## src/rtl/gate_lab_pkg.sv

```systemverilog
// Shared constants and helpers for the gate-lab input conditioning blocks.
package gate_lab_pkg;

  localparam int DEFAULT_DEBOUNCE_CYCLES = 1000;
  localparam int SIM_DEBOUNCE_CYCLES     = 4;

  // Smallest counter width able to hold the terminal count cycles-1.
  function automatic int cnt_width(input int cycles);
    int w;
    if (cycles <= 2) begin
      w = 1;
    end else begin
      w = $clog2(cycles);
    end
    return w;
  endfunction

endpackage

```

## src/rtl/debounce_ch.sv

```systemverilog
// One debounce channel: 2-flop synchroniser, persistence counter, registered
// debounced level and edge pulses. flip exposes the next-edge toggle decision.
module debounce_ch
  import gate_lab_pkg::*;
#(
  parameter int DEBOUNCE_CYCLES = DEFAULT_DEBOUNCE_CYCLES,
  parameter int CNT_W           = 16
) (
  input  logic clk,
  input  logic rst_n,
  input  logic raw,
  output logic db,
  output logic rise,
  output logic fall,
  output logic idle,
  output logic flip
);

  localparam logic [CNT_W-1:0] CNT_LAST = CNT_W'(DEBOUNCE_CYCLES - 1);
  localparam logic [CNT_W-1:0] CNT_ONE  = CNT_W'(1);

  logic             sync1_q, sync2_q;
  logic             db_q, db_d;
  logic             rise_q, rise_d;
  logic             fall_q, fall_d;
  logic [CNT_W-1:0] cnt_q, cnt_d;

  always_comb begin
    cnt_d  = cnt_q;
    db_d   = db_q;
    rise_d = 1'b0;
    fall_d = 1'b0;
    if (sync2_q == db_q) begin
      cnt_d = '0;
    end else if (cnt_q == CNT_LAST) begin
      db_d   = ~db_q;
      cnt_d  = '0;
      rise_d = ~db_q;
      fall_d = db_q;
    end else begin
      cnt_d = cnt_q + CNT_ONE;
    end
  end

  always_ff @(posedge clk or negedge rst_n) begin
    if (!rst_n) begin
      sync1_q <= 1'b0;
      sync2_q <= 1'b0;
      db_q    <= 1'b0;
      rise_q  <= 1'b0;
      fall_q  <= 1'b0;
      cnt_q   <= '0;
    end else begin
      sync1_q <= raw;
      sync2_q <= sync1_q;
      db_q    <= db_d;
      rise_q  <= rise_d;
      fall_q  <= fall_d;
      cnt_q   <= cnt_d;
    end
  end

  assign db   = db_q;
  assign rise = rise_q;
  assign fall = fall_q;
  assign flip = rise_d | fall_d;
  assign idle = (cnt_q == '0) && (sync2_q == db_q);

endmodule

```

## src/rtl/gate_in_debounce.sv

```systemverilog
// Dual-channel debouncer feeding a two-input lab gate, with per-channel edge
// pulses, a once-per-combination change strobe and a quiescence flag.
module gate_in_debounce
  import gate_lab_pkg::*;
#(
  parameter int DEBOUNCE_CYCLES = DEFAULT_DEBOUNCE_CYCLES,
  parameter int CNT_W           = 16
) (
  input  logic clk,
  input  logic rst_n,
  input  logic a_raw,
  input  logic b_raw,
  output logic a_db,
  output logic b_db,
  output logic a_rise,
  output logic a_fall,
  output logic b_rise,
  output logic b_fall,
  output logic pair_chg,
  output logic stable
);

  if (DEBOUNCE_CYCLES < 1) begin : g_bad_cycles
    $fatal(1, "gate_in_debounce: DEBOUNCE_CYCLES must be >= 1");
  end
  if ((CNT_W < 1) || (CNT_W > 62) ||
      ((64'd1 << CNT_W) <= 64'(DEBOUNCE_CYCLES - 1))) begin : g_bad_width
    $fatal(1, "gate_in_debounce: CNT_W too narrow for DEBOUNCE_CYCLES-1");
  end

  logic a_idle_s, b_idle_s;
  logic a_flip_s, b_flip_s;
  logic pair_chg_q;

  debounce_ch #(.DEBOUNCE_CYCLES(DEBOUNCE_CYCLES), .CNT_W(CNT_W)) u_ch_a (
    .clk  (clk),
    .rst_n(rst_n),
    .raw  (a_raw),
    .db   (a_db),
    .rise (a_rise),
    .fall (a_fall),
    .idle (a_idle_s),
    .flip (a_flip_s)
  );

  debounce_ch #(.DEBOUNCE_CYCLES(DEBOUNCE_CYCLES), .CNT_W(CNT_W)) u_ch_b (
    .clk  (clk),
    .rst_n(rst_n),
    .raw  (b_raw),
    .db   (b_db),
    .rise (b_rise),
    .fall (b_fall),
    .idle (b_idle_s),
    .flip (b_flip_s)
  );

  // Simultaneous flips on both channels collapse into a single strobe.
  always_ff @(posedge clk or negedge rst_n) begin
    if (!rst_n) begin
      pair_chg_q <= 1'b0;
    end else begin
      pair_chg_q <= a_flip_s | b_flip_s;
    end
  end

  assign pair_chg = pair_chg_q;
  assign stable   = a_idle_s & b_idle_s;

endmodule

```

## config.mk

```make
export PLATFORM = sky130hd
export DESIGN_NAME = gate_in_debounce
export DESIGN_NICKNAME = d
export VERILOG_FILES = /design/src/rtl/gate_lab_pkg.sv /design/src/rtl/debounce_ch.sv /design/src/rtl/gate_in_debounce.sv
export SDC_FILE = /design/constraint.sdc
export NUM_CORES = 1
export LEC_CHECK = 0
export ABC_AREA = 1
export BUFFER_PORTS_ARGS = -buffer_cell sky130_fd_sc_hd__buf_2
export CAP_MARGIN = 20
export CORE_AREA = 2 2 101 103
export CTS_BUF_LIST = sky130_fd_sc_hd__clkbuf_8 sky130_fd_sc_hd__clkbuf_16
export CTS_CLUSTER_SIZE = 16
export DETAILED_ROUTE_END_ITERATION = 10
export DIE_AREA = 0 0 103 105
export HOLD_SLACK_MARGIN = 0.08
export PLACE_DENSITY = 0.39
export SYNTH_ARGS = -nofsm -noshare
export SYNTH_HDL_FRONTEND = slang
export SYNTH_HIERARCHICAL = 1
export SYNTH_SLANG_ARGS = --single-unit
```

## constraint.sdc

```tcl
create_clock -name clk -period 1.7 [get_ports clk]
set_clock_uncertainty 0.15 [all_clocks]
set_input_delay 0.255 -clock clk [delete_from_list [all_inputs] [get_ports clk]]
set_output_delay 0.255 -clock clk [all_outputs]
set_load 0.02 [all_outputs]
```

Yosys cells after proc, flatten, opt, wreduce, memory -nomap -nowiden
Index checks and enable logic that the tools add are counted.
{"block": "totals", "regBits": 43, "inputBits": 4, "wordCells": 45, "out_inout_bits": 8}
{"block": "classes", "bitwise_logic": 8, "eq_ne": 4, "n_mux": 12, "addsub": 2, "reduce_logical": 6}
{"cell": "two-way mux 16 bit", "count": 4}
{"cell": "adder 16 x 1 -> 16 bit, second input constant", "count": 2}
{"cell": "== test 16 x 10 -> 1 bit, second input constant", "count": 2}
{"cell": "zero test 16 bit", "count": 2}
{"cell": "two-way mux 1 bit", "count": 8}
{"cell": "NOT 1 bit", "count": 4}
{"cell": "AND reduction 2 bit", "count": 2}
{"cell": "OR 1 bit", "count": 3}
{"cell": "== test 1 bit", "count": 2}
{"cell": "logical AND 1 bit", "count": 2}
{"cell": "AND 1 bit", "count": 1}

Logic depth before layout (Yosys ltp)
Gate-level depths: netlist of run 1.
{"block": "logic_depth", "ltp_word": 5, "ltp_mapped": 9, "mapped_depth_nobuf": 9}

Hierarchy
The synthesis of run 1 kept the hierarchy.
{"mod": "debounce_ch", "cells_per_inst": 145, "area_per_inst_um2": 1166.1, "n_inst": 2, "seq_area_each_um2": 525.5}
{"mod": "gate_in_debounce", "cells_per_inst": 6, "area_per_inst_um2": 43.8, "n_inst": 1, "seq_area_each_um2": 25.0}

Worst setup path before layout of run 1
OpenSTA, ideal clock, no wires.
{"block": "synth_path", "path_kind": "register to output", "start": "register u_ch_a.db_q, in the netlist u_ch_a/db", "end": "output stable", "path_buffers": 0, "stages_incl_launch_ff": 9, "arrival_time_ns": 1.210, "t_required_ns": 1.295, "setup_slack_ns": 0.085, "cell_sequence": "dfrtp_1 > inv_1 > nand2_1 > nand2_2 > inv_2 > nand4_1 > nor2_1 > nand2_1 > inv_1"}
{"block": "synth_via", "elab_chain_len": 3}
{"item": "from (decl)", "line": "debounce_ch.sv:23", "source": "logic db_q, db_d;"}
{"item": "from (signal assigned)", "line": "debounce_ch.sv:49", "source": "db_q <= 1'b0;"}
{"item": "from (signal assigned)", "line": "debounce_ch.sv:56", "source": "db_q <= db_d;"}
{"item": "== test 1 bit", "line": "debounce_ch.sv:67", "source": "assign idle = (cnt_q == '0) && (sync2_q == db_q);"}
{"item": "logical AND 1 bit", "line": "debounce_ch.sv:67"}
{"item": "via a_idle_s", "line": "gate_in_debounce.sv:31", "source": "logic a_idle_s, b_idle_s;"}
{"item": "AND 1 bit", "line": "gate_in_debounce.sv:67", "source": "assign stable = a_idle_s & b_idle_s;"}
{"item": "to (decl)", "line": "gate_in_debounce.sv:20", "source": "output logic stable"}
The timed path passes the listed nets, and every way through them passes these cells.

Worst setup path in the final report of run 1
{"block": "layout_path", "start": "register u_ch_b.cnt_q[6]", "end": "output stable"}
{"block": "layout_via", "elab_chain_len": 3}
{"item": "from (decl)", "line": "debounce_ch.sv:26", "source": "logic [CNT_W-1:0] cnt_q, cnt_d;"}
{"item": "from (signal assigned)", "line": "debounce_ch.sv:59", "source": "cnt_q <= cnt_d;"}
{"item": "zero test 16 bit", "line": "debounce_ch.sv:67"}
{"item": "logical AND 1 bit", "line": "debounce_ch.sv:67"}
{"item": "via b_idle_s", "line": "gate_in_debounce.sv:31"}
{"item": "AND 1 bit", "line": "gate_in_debounce.sv:67"}
The timed path passes the listed nets, and every way through them passes these cells.

==> results of run 1 <==
[power breakdown]
part | internal [mW] | total [mW] | switching, mW
sequential | 1.04 | 1.05 | 0.0169
clock | 0.586 | 0.966 | 0.380
combinational | 0.0424 | 0.114 | 0.0711
[cells in the mapped netlist (all sizes together)]
cell type   n  area share
a21oi       2      0.0042
clkinv      2      0.0032
dfrtp      43        0.45
ha          4       0.021
inv        39       0.062
nand2      72        0.14
nand3      14       0.034
nand3b      2      0.0063
nand4      12       0.032
nor2       76        0.16
nor3        2      0.0042
nor4        4       0.011
o21ai       6       0.013
o21bai      6       0.019
or2         2      0.0053
xnor2       4       0.015
xor2        6       0.022
[path summary, 6_finish.rpt]
kind | start | end | slack (ns) | depth (start not counted)
min in group asynchronous | rst_n | u_ch_b/fall | 0.32 | 3
setup reg to reg | u_ch_b/cnt_q[0] | u_ch_b/cnt_q[14] | 0.13 | 8
hold / removal | u_ch_a/sync1_q | u_ch_a/sync2_q | 0.21 | 0
setup / recovery | u_ch_b/cnt_q[6] | stable | -0.16 | 6
hold reg to reg | u_ch_a/sync1_q | u_ch_a/sync2_q | 0.21 | 0
max in group asynchronous | rst_n | u_ch_b/cnt_q[0] | 0.86 | 3
[stage by stage]
step           instances  utilization  power [mW]   TNS, ns
3_3_place_gp         464        0.289        1.19  -0.00247
2_1_floorplan        296            -        1.13         0
3_5_place_dp         464        0.289        1.18   -0.0363
6_report             477        0.314        2.13    -0.162
5_1_grt              477        0.314        2.24    -0.258
4_1_cts              474        0.309        2.19    -0.218
[critical path, cell delays in order (launching register included)]
cell and delay, ns:
dfrtp_1 0.42, nor4_4 0.32, nand2_1 0.10, nor2_2 0.10
nand2_1 0.07, inv_2 0.05, buf_6 0.10
[per-layer routing]
metal / global-route usage / vias to the layer above / routed length, µm
met5: 0 / - / 0
met4: 0.0320 / 0 / 40
met3: 0.0221 / 2 / 90
met2: 0.195 / 9 / 2770
met1: 0.141 / 920 / 2560
li1: - / 1019 / -
[final cells by class]
type                            count  share of cell area
Multi-Input combinational cell    212               0.395
Sequential cell                    43               0.356
Clock inverter                      3              0.0223
Timing Repair Buffer               40              0.0988
Tap cell                          133              0.0550
Clock buffer                        5              0.0227
Inverter                           41              0.0508
[placed cells by master (no fill, tap or decap), drive strengths merged, types with 5 or more instances in the layout]
cell,count
nand3,14
xor2,6
nand4,12
dfrtp,43
o21bai,6
o21ai,6
nand2,72
inv,39
nor2,76
buf,37
clkbuf,5
[what timing repair did]
action                                  4_1_cts  5_1_grt
buffers inserted                              0        3
hold endpoints to repair                     45        0
endpoints found under the setup margin        1        1
pin swaps                                     4        8
hold buffers                                  3        0
gates resized for setup                       7        8
[logic make-up after synthesis]
logic type	Yosys count
AO/OA/AOI/OAI	14
XOR/XNOR	10
adder cells (fa/ha/maj)	4
buffers and inverters	41
flip-flops	43
AND/OR/NAND/NOR	184
==> qor.yml, run 1 <==
htree_levels: 2
critPathKind: "reg2out"
setup_ws_ns: -0.162
ir_drop_uv: 492
synth_area_um2: 2380
rows: 36
cap_violations: 0
cts.clk_slew.worst_paths_ns: 0.09
grt_max_degree: 44
antenna_found_initial: 0
synthSimpleGateAreaFrac: 0.389
status: "complete, but fails checks"
fillCellCount: 1086
insertion_delay_ns: 0.30
max_slew_margin: 0.833
rsz0062_at_grt: "yes"
insertedDiodeCount: 0
dieArea_um2: 10800
cts_buffers: 5
vias: 1950
failed_checks: "negative setup slack"
drt-vias-per-instance: 4.09
post-route-drc-count: 0
grt_first_pass_wirelength_mm: 9.54
critPathRequiredTime_ns: 1.29
syn_nets: 304
hold_slack_ns: 0.205
syn_avg_cell_area_um2: 8.03
cts_buffer_depth: 2
ys_warn_count: 6
initialDrtViolationCount: 45
finalSetupViolCount: 1
synth-xor-area-share: 0.0369
core_area_um2: 9640
worst_pin_slew_ns: 0.248
worstSetupEndpointType: "output pin"
period_share: 1.10
stdcell_area_um2: 3030
wire_per_inst_um: 11.5
period_needed_ns: 1.86
synth_cell_types: 24
area_growth_pct: 27.4
crit_arrival_ns: 1.46
yosysSeqAreaShare: 0.453
root_buffer: "clkbuf_8"
synth_mux_area_frac: 0
max_freq_mhz: 537
placed_area_um2: 2790
crit_fanout: 2
first_pass_iters: 4
power_density_nw_per_um2: 705
power.leakage_nw: 1.35
top_regs: "u_ch_a/cnt_q x16, u_ch_b/cnt_q x16"
drive_gt1_frac: 0.285
clock-sinks: 43
cts_tree: "yes"
synth_top_family_by_area: "simple AND/OR/NAND/NOR gates"
hpwlAfterDp_mm: 4.03
io-pin-count: 12
hold_class: "reg2reg"
fp.dieH_um: 105
place_ws_ns: -0.0363
register_area_um2: 1080
route.antenna.remaining_nets: 0
nets: 351
multiInputGateArea_um2: 1190
synth_compound_area_frac: 0.0358
start_util: 0.246
slew_viol_final: 0
yosys_register_bits: 43
gr-usage-all-layers: 0.113
place.gp.congestion: 0.766
synthCells: 296
grt_overflow: 0
wl_mm: 5.46
fp.dieW_um: 103
grt_pass1_vias: 2065
final_hold_viol_count: 0
synth_adder_area_share: 0.0211
critPathLaunchType: "flop"
io_buffers: 11
(Power assumes the default switching activity.)
==> run 2, diff against run 1 <==
Settings changed: CAP_MARGIN 20 to unset, RECOVER_POWER set to 25.
==> qor.yml, run 2 (synthesized netlist as in run 1, its figures left out) <==
fp.dieH_um: 105  # unchanged
failed_checks: "negative setup slack"  # unchanged
grt_pass1_vias: 2065  # unchanged
hold_class: "reg2reg"  # unchanged
start_util: 0.246  # unchanged
cap_violations: 0  # unchanged
power_switching_mw: 0.467  # was 0.468 mW
grt_first_pass_wirelength_mm: 9.54  # unchanged
hpwlAfterDp_mm: 4.03  # unchanged
cpPeakStageDelay_ns: 0.42  # about the same
nets: 351  # unchanged
first_pass_iters: 4  # unchanged
power_mw: 2.13  # about the same
cts.clk_slew.worst_paths_ns: 0.09  # about the same
cpMostUsedCell: "nand2_1"  # unchanged
dieArea_um2: 10800  # unchanged
p_seq_frac: 0.495  # was 0.494
crit_fanout: 2  # unchanged
worstSetupEndpointType: "output pin"  # unchanged
cts_buffer_depth: 2  # unchanged
grt_overflow: 0  # unchanged
initialDrtViolationCount: 45  # unchanged
top_regs: "u_ch_a/cnt_q x16, u_ch_b/cnt_q x16"  # unchanged
crit_arrival_ns: 1.46  # about the same
r2r_end: "u_ch_b/cnt_q[14]"  # unchanged
grt_max_degree: 44  # unchanged
clock-sinks: 43  # unchanged
insertion_delay_ns: 0.30  # about the same
insertedDiodeCount: 0  # unchanged
crit_start: "u_ch_b/cnt_q[6]"  # unchanged
post-route-drc-count: 0  # unchanged
critPathKind: "reg2out"  # unchanged
p_comb_frac: 0.051  # was 0.053
root_buffer: "clkbuf_8"  # unchanged
wire_per_inst_um: 11.5  # unchanged
io_buffers: 11  # unchanged
cp_slowest_cell: "dfrtp_1"  # unchanged
power.leakage_nw: 1.35  # about the same
place_inst: 464  # unchanged
gr-usage-all-layers: 0.113  # unchanged
cts_tree: "yes"  # unchanged
max_slew_margin: 0.583  # was 0.833
r2r_start: "u_ch_b/cnt_q[0]"  # unchanged
cts_buffers: 5  # unchanged
route.antenna.remaining_nets: 0  # unchanged
drive_gt1_frac: 0.285  # unchanged
critPathRequiredTime_ns: 1.29  # about the same
rows: 36  # unchanged
period_needed_ns: 1.86  # unchanged
fp.dieW_um: 103  # unchanged
wl_mm: 5.46  # unchanged
ff2ff_setup_slack_ns: 0.13  # about the same
max_freq_mhz: 537  # unchanged
pwr-share-clk: 0.454  # was 0.453
setup_ws_ns: -0.162  # unchanged
worstSetupEndpoint: "stable"  # unchanged
final_common_cell: "nand2_1"  # unchanged
area_growth_pct: 26.9  # was 27.4%
finalSetupViolCount: 1  # unchanged
io-pin-count: 12  # unchanged
critPathLaunchType: "flop"  # unchanged
slew_viol_final: 0  # unchanged
fin_cells: 477  # unchanged
power_density_nw_per_um2: 707  # was 705 nW/µm²
worst_pin_slew_ns: 0.626  # was 0.248 ns
antenna_found_initial: 0  # unchanged
drt-vias-per-instance: 4.09  # about the same
p_int_mw: 1.66  # was 1.67 mW
htree_levels: 2  # unchanged
final_cell_mix: "nand2_1 (56), nor2_1 (55), dfrtp_1 (43), inv_1 (28), buf_4 (25)"  # unchanged
vias: 1949  # was 1,950
crit_chain: "nor4_4 -> nand2_1 -> nor2_2 -> nand2_1 -> inv_2 -> buf_6"  # unchanged
rsz0062_at_grt: "yes"  # unchanged
status: "complete, but fails checks"  # unchanged
final_hold_viol_count: 0  # unchanged
reg2reg_depth: 8  # unchanged
core_area_um2: 9640  # unchanged
ir_drop_uv: 492  # unchanged
period_share: 1.10  # unchanged
p_sw_frac: 0.219  # about the same
place.gp.congestion: 0.766  # unchanged
## run 2: layout make-up
cell class                 instances  area [µm²]
sequential                        43        1080
fill                            1087        6630
clock inverter                     3        67.6
clock buffer                       5        68.8
inverter                          41         154
tap                              133         166
multi-input combinational        212        1190
timing repair buffer              40         287
## run 2: through the flow
step	setup WS [ns]	TNS (ns)	hold slack (ns)	area, µm²	utilization
final	-0.162	-0.162	0.205	3010	0.313
after global routing	-0.258	-0.258	0.217	3010	0.313
after CTS	-0.218	-0.218	0.211	2980	0.309
after detailed placement	-0.0363	-0.0363	0.110	2790	0.289
after global placement	-0.00247	-0.00247	0.114	2790	0.289
after floorplan	0.0852	0	-0.191	2380	-
## run 2: how the worst min path moves through the flow
stage | to | from | depth (start not counted)
floorplan | pair_chg | rst_n | 0
global placement | u_ch_b/cnt_q[8] | rst_n | 2
detailed placement | u_ch_b/cnt_q[8] | rst_n | 2
CTS | u_ch_a/sync2_q | u_ch_a/sync1_q | 0
global route | u_ch_a/sync2_q | u_ch_a/sync1_q | 0
finish | u_ch_a/sync2_q | u_ch_a/sync1_q | 0
## run 2: repair_timing
item	4_1_cts	5_1_grt
pin swaps	4	8
hold buffers	3	0
gates cloned	0	0
setup endpoints to repair	1	1
endpoints found under the hold margin	45	0
setup buffers	0	3
gates resized for setup	7	8
## run 2: critical path, delay by kind of cell (launching register included)
family | cells | cell delay (ns)
buffers and inverters | 2 | 0.15
flip-flops | 1 | 0.42
AND/OR/NAND/NOR | 4 | 0.59
## run 2: per-layer routing
layer  vias to the layer above  global-route usage  routed length [µm]
met1                       919               0.141                2560
met4                         0              0.0320                  40
met5                         -                   0                   0
met2                         9               0.195                2770
li1                       1019                   -                   -
met3                         2              0.0221                  90
## run 2: power by group through the flow
stage,combinational (mW),sequential [mW],clock (mW)
after floorplan,0.0541,1.07,0
after global placement,0.111,1.07,0
after detailed placement,0.109,1.07,0
after CTS,0.117,1.05,1.02
after global routing,0.127,1.06,1.05
final,0.109,1.05,0.966
==> run 3, diff against run 2 <==
==> constraint.sdc (replaced) <==
create_clock -name clk -period 1.7 [get_ports clk]
set_clock_uncertainty 0.15 [all_clocks]
set_input_delay 0.17 -clock clk [delete_from_list [all_inputs] [get_ports clk]]
set_output_delay 0.17 -clock clk [all_outputs]
set_load 0.02 [all_outputs]
==> qor.yml, run 3 (synthesized netlist as in run 1, its figures left out) <==
status: "complete, but fails checks"  # unchanged
failed_checks: "negative setup slack"  # unchanged
ir_drop_uv: 306  # was 492 µV
io-pin-count: 12  # unchanged
r2r_end: "u_ch_b/db"  # was u_ch_b/cnt_q[14]
critPathRequiredTime_ns: 1.38  # was 1.29 ns
fin_util: 0.311  # was 0.313
register_area_um2: 1080  # about the same
hold_class: "reg2reg"  # unchanged
slew_viol_final: 0  # unchanged
cap_violations: 0  # unchanged
area_growth_pct: 26.3  # was 26.9%
grt_max_degree: 20  # was 44
first_pass_iters: 4  # unchanged
insertedDiodeCount: 0  # unchanged
finalSetupViolCount: 1  # unchanged
critPathKind: "reg2out"  # unchanged
clock-sinks: 43  # unchanged
critPathLaunchType: "flop"  # unchanged
hpwlAfterDp_mm: 4.19  # was 4.03 mm
crit_fanout: 3  # was 2
top_regs: "u_ch_a/cnt_q x16, u_ch_b/cnt_q x16"  # unchanged
grt_first_pass_wirelength_mm: 9.66  # was 9.54 mm
drt-vias-per-instance: 4.08  # was 4.09
rows: 36  # unchanged
worstSetupEndpointType: "output pin"  # unchanged
hold_slack_ns: 0.198  # was 0.205 ns
io_buffers: 11  # unchanged
htree_levels: 2  # unchanged
period_share: 1.04  # was 1.10
route.antenna.remaining_nets: 0  # unchanged
cts_buffer_depth: 2  # unchanged
place_inst: 451  # was 464
fp.dieH_um: 105  # unchanged
cpMostUsedCell: "inv_2"  # was nand2_1
start_util: 0.246  # unchanged
fillCellCount: 1064  # was 1,087
power_mw: 1.90  # was 2.13 mW
nets: 350  # was 351
final_common_cell: "nand2_1"  # unchanged
cp_slowest_cell: "dfrtp_1"  # unchanged
fp.dieW_um: 103  # unchanged
final_hold_viol_count: 0  # unchanged
final_cell_mix: "nand2_1 (56), nor2_1 (51), dfrtp_1 (40), inv_1 (29), buf_4 (24)"  # was nand2_1 (56), nor2_1 (55), dfrtp_1 (43), inv_1 (28), buf_4 (25)
reg2reg_depth: 9  # was 8
cts_tree: "yes"  # unchanged
root_buffer: "clkbuf_8"  # unchanged
core_area_um2: 9640  # unchanged
period_needed_ns: 1.76  # was 1.86 ns
cpPeakStageDelay_ns: 0.37  # was 0.42 ns
ff2ff_setup_slack_ns: 0.06  # was 0.13 ns
grt_overflow: 0  # unchanged
power_density_nw_per_um2: 632  # was 707 nW/µm²
wl_mm: 5.57  # was 5.46 mm
gr-usage-all-layers: 0.114  # was 0.113
setup_ws_ns: -0.0638  # was -0.162 ns
dieArea_um2: 10800  # unchanged
antenna_found_initial: 0  # unchanged
multiInputGateArea_um2: 1210  # was 1190 µm²
crit_start: "u_ch_a/db"  # was u_ch_b/cnt_q[6]
max_slew_margin: 0.631  # was 0.583
initialDrtViolationCount: 53  # was 45
rsz0062_at_grt: "yes"  # unchanged
vias: 1943  # was 1,949
r2r_start: "u_ch_b/cnt_q[0]"  # unchanged
crit_chain: "inv_2 -> or2_4 -> nand2_2 -> inv_2 -> nand4_1 -> nor2_1 -> nand2_1 -> inv_1 -> buf_6"  # was nor4_4 -> nand2_1 -> nor2_2 -> nand2_1 -> inv_2 -> buf_6
grt_pass1_vias: 1984  # was 2,065
crit_arrival_ns: 1.44  # was 1.46 ns
fin_cells: 476  # was 477
power.leakage_nw: 1.33  # was 1.35 nW
wire_per_inst_um: 11.7  # was 11.5 µm
drive_gt1_frac: 0.312  # was 0.285
place.gp.congestion: 0.780  # was 0.766
cts.clk_slew.worst_paths_ns: 0.08  # was 0.09 ns
cts_buffers: 5  # unchanged
worstSetupEndpoint: "stable"  # unchanged
setup-tns-final_ns: -0.0638  # was -0.162 ns
insertion_delay_ns: 0.30  # about the same
worst_pin_slew_ns: 0.554  # was 0.626 ns
max_freq_mhz: 567  # was 537 MHz
post-route-drc-count: 0  # unchanged
## run 3: critical path, delay by kind of cell (launching register included)
kind	cells	cell delay, ns
buffers and inverters	4	0.25
flip-flops	1	0.37
AND/OR/NAND/NOR	5	0.54
## run 3: how the worst min path moves through the flow
stage / from / to / slack (ns) / depth (start not counted)
2_1_floorplan: rst_n / pair_chg / -0.28 / 0
3_3_place_gp: rst_n / u_ch_b/cnt_q[10] / 0.02 / 1
3_5_place_dp: rst_n / u_ch_b/cnt_q[10] / 0.02 / 1
4_1_cts: u_ch_b/sync1_q / u_ch_b/sync2_q / 0.20 / 0
5_1_grt: u_ch_b/sync1_q / u_ch_b/sync2_q / 0.20 / 0
6_report: u_ch_b/sync1_q / u_ch_b/sync2_q / 0.20 / 0
## run 3: layout make-up
type                       count  share of cell area
tap                          133              0.0554
sequential                    43               0.360
multi-input combinational    212               0.403
inverter                      41              0.0513
clock buffer                   7              0.0321
clock inverter                 1             0.00125
timing repair buffer          39              0.0971
## run 3: through the flow
step,setup slack [ns],instance area (µm²)
after floorplan,0.170,2380
final,-0.0638,3000
after CTS,-0.129,2930
after global routing,-0.189,3000
after detailed placement,0.129,2690
after global placement,0.106,2690
## run 3: what timing repair did
item	CTS	global route
buffers inserted	10	4
pin swaps	6	7
endpoints found under the hold margin	38	0
hold buffers	3	0
endpoints found under the setup margin	1	12
resized for setup	11	15
## run 3: layer usage
metal  part of all wire  wire length [µm]  GRT usage
met1               0.46              2580      0.144
met3              0.018                98     0.0221
met4              0.012                68     0.0338
met2               0.51              2820      0.195
met5                  0                 0          0
## run 3: report_power, final
group / switching [mW] / internal (mW) / total (mW)
registers: 0.0163 / 1.04 / 1.05
clock network: 0.354 / 0.365 / 0.719
logic: 0.0762 / 0.0471 / 0.123
total: 0.447 / 1.45 / 1.90
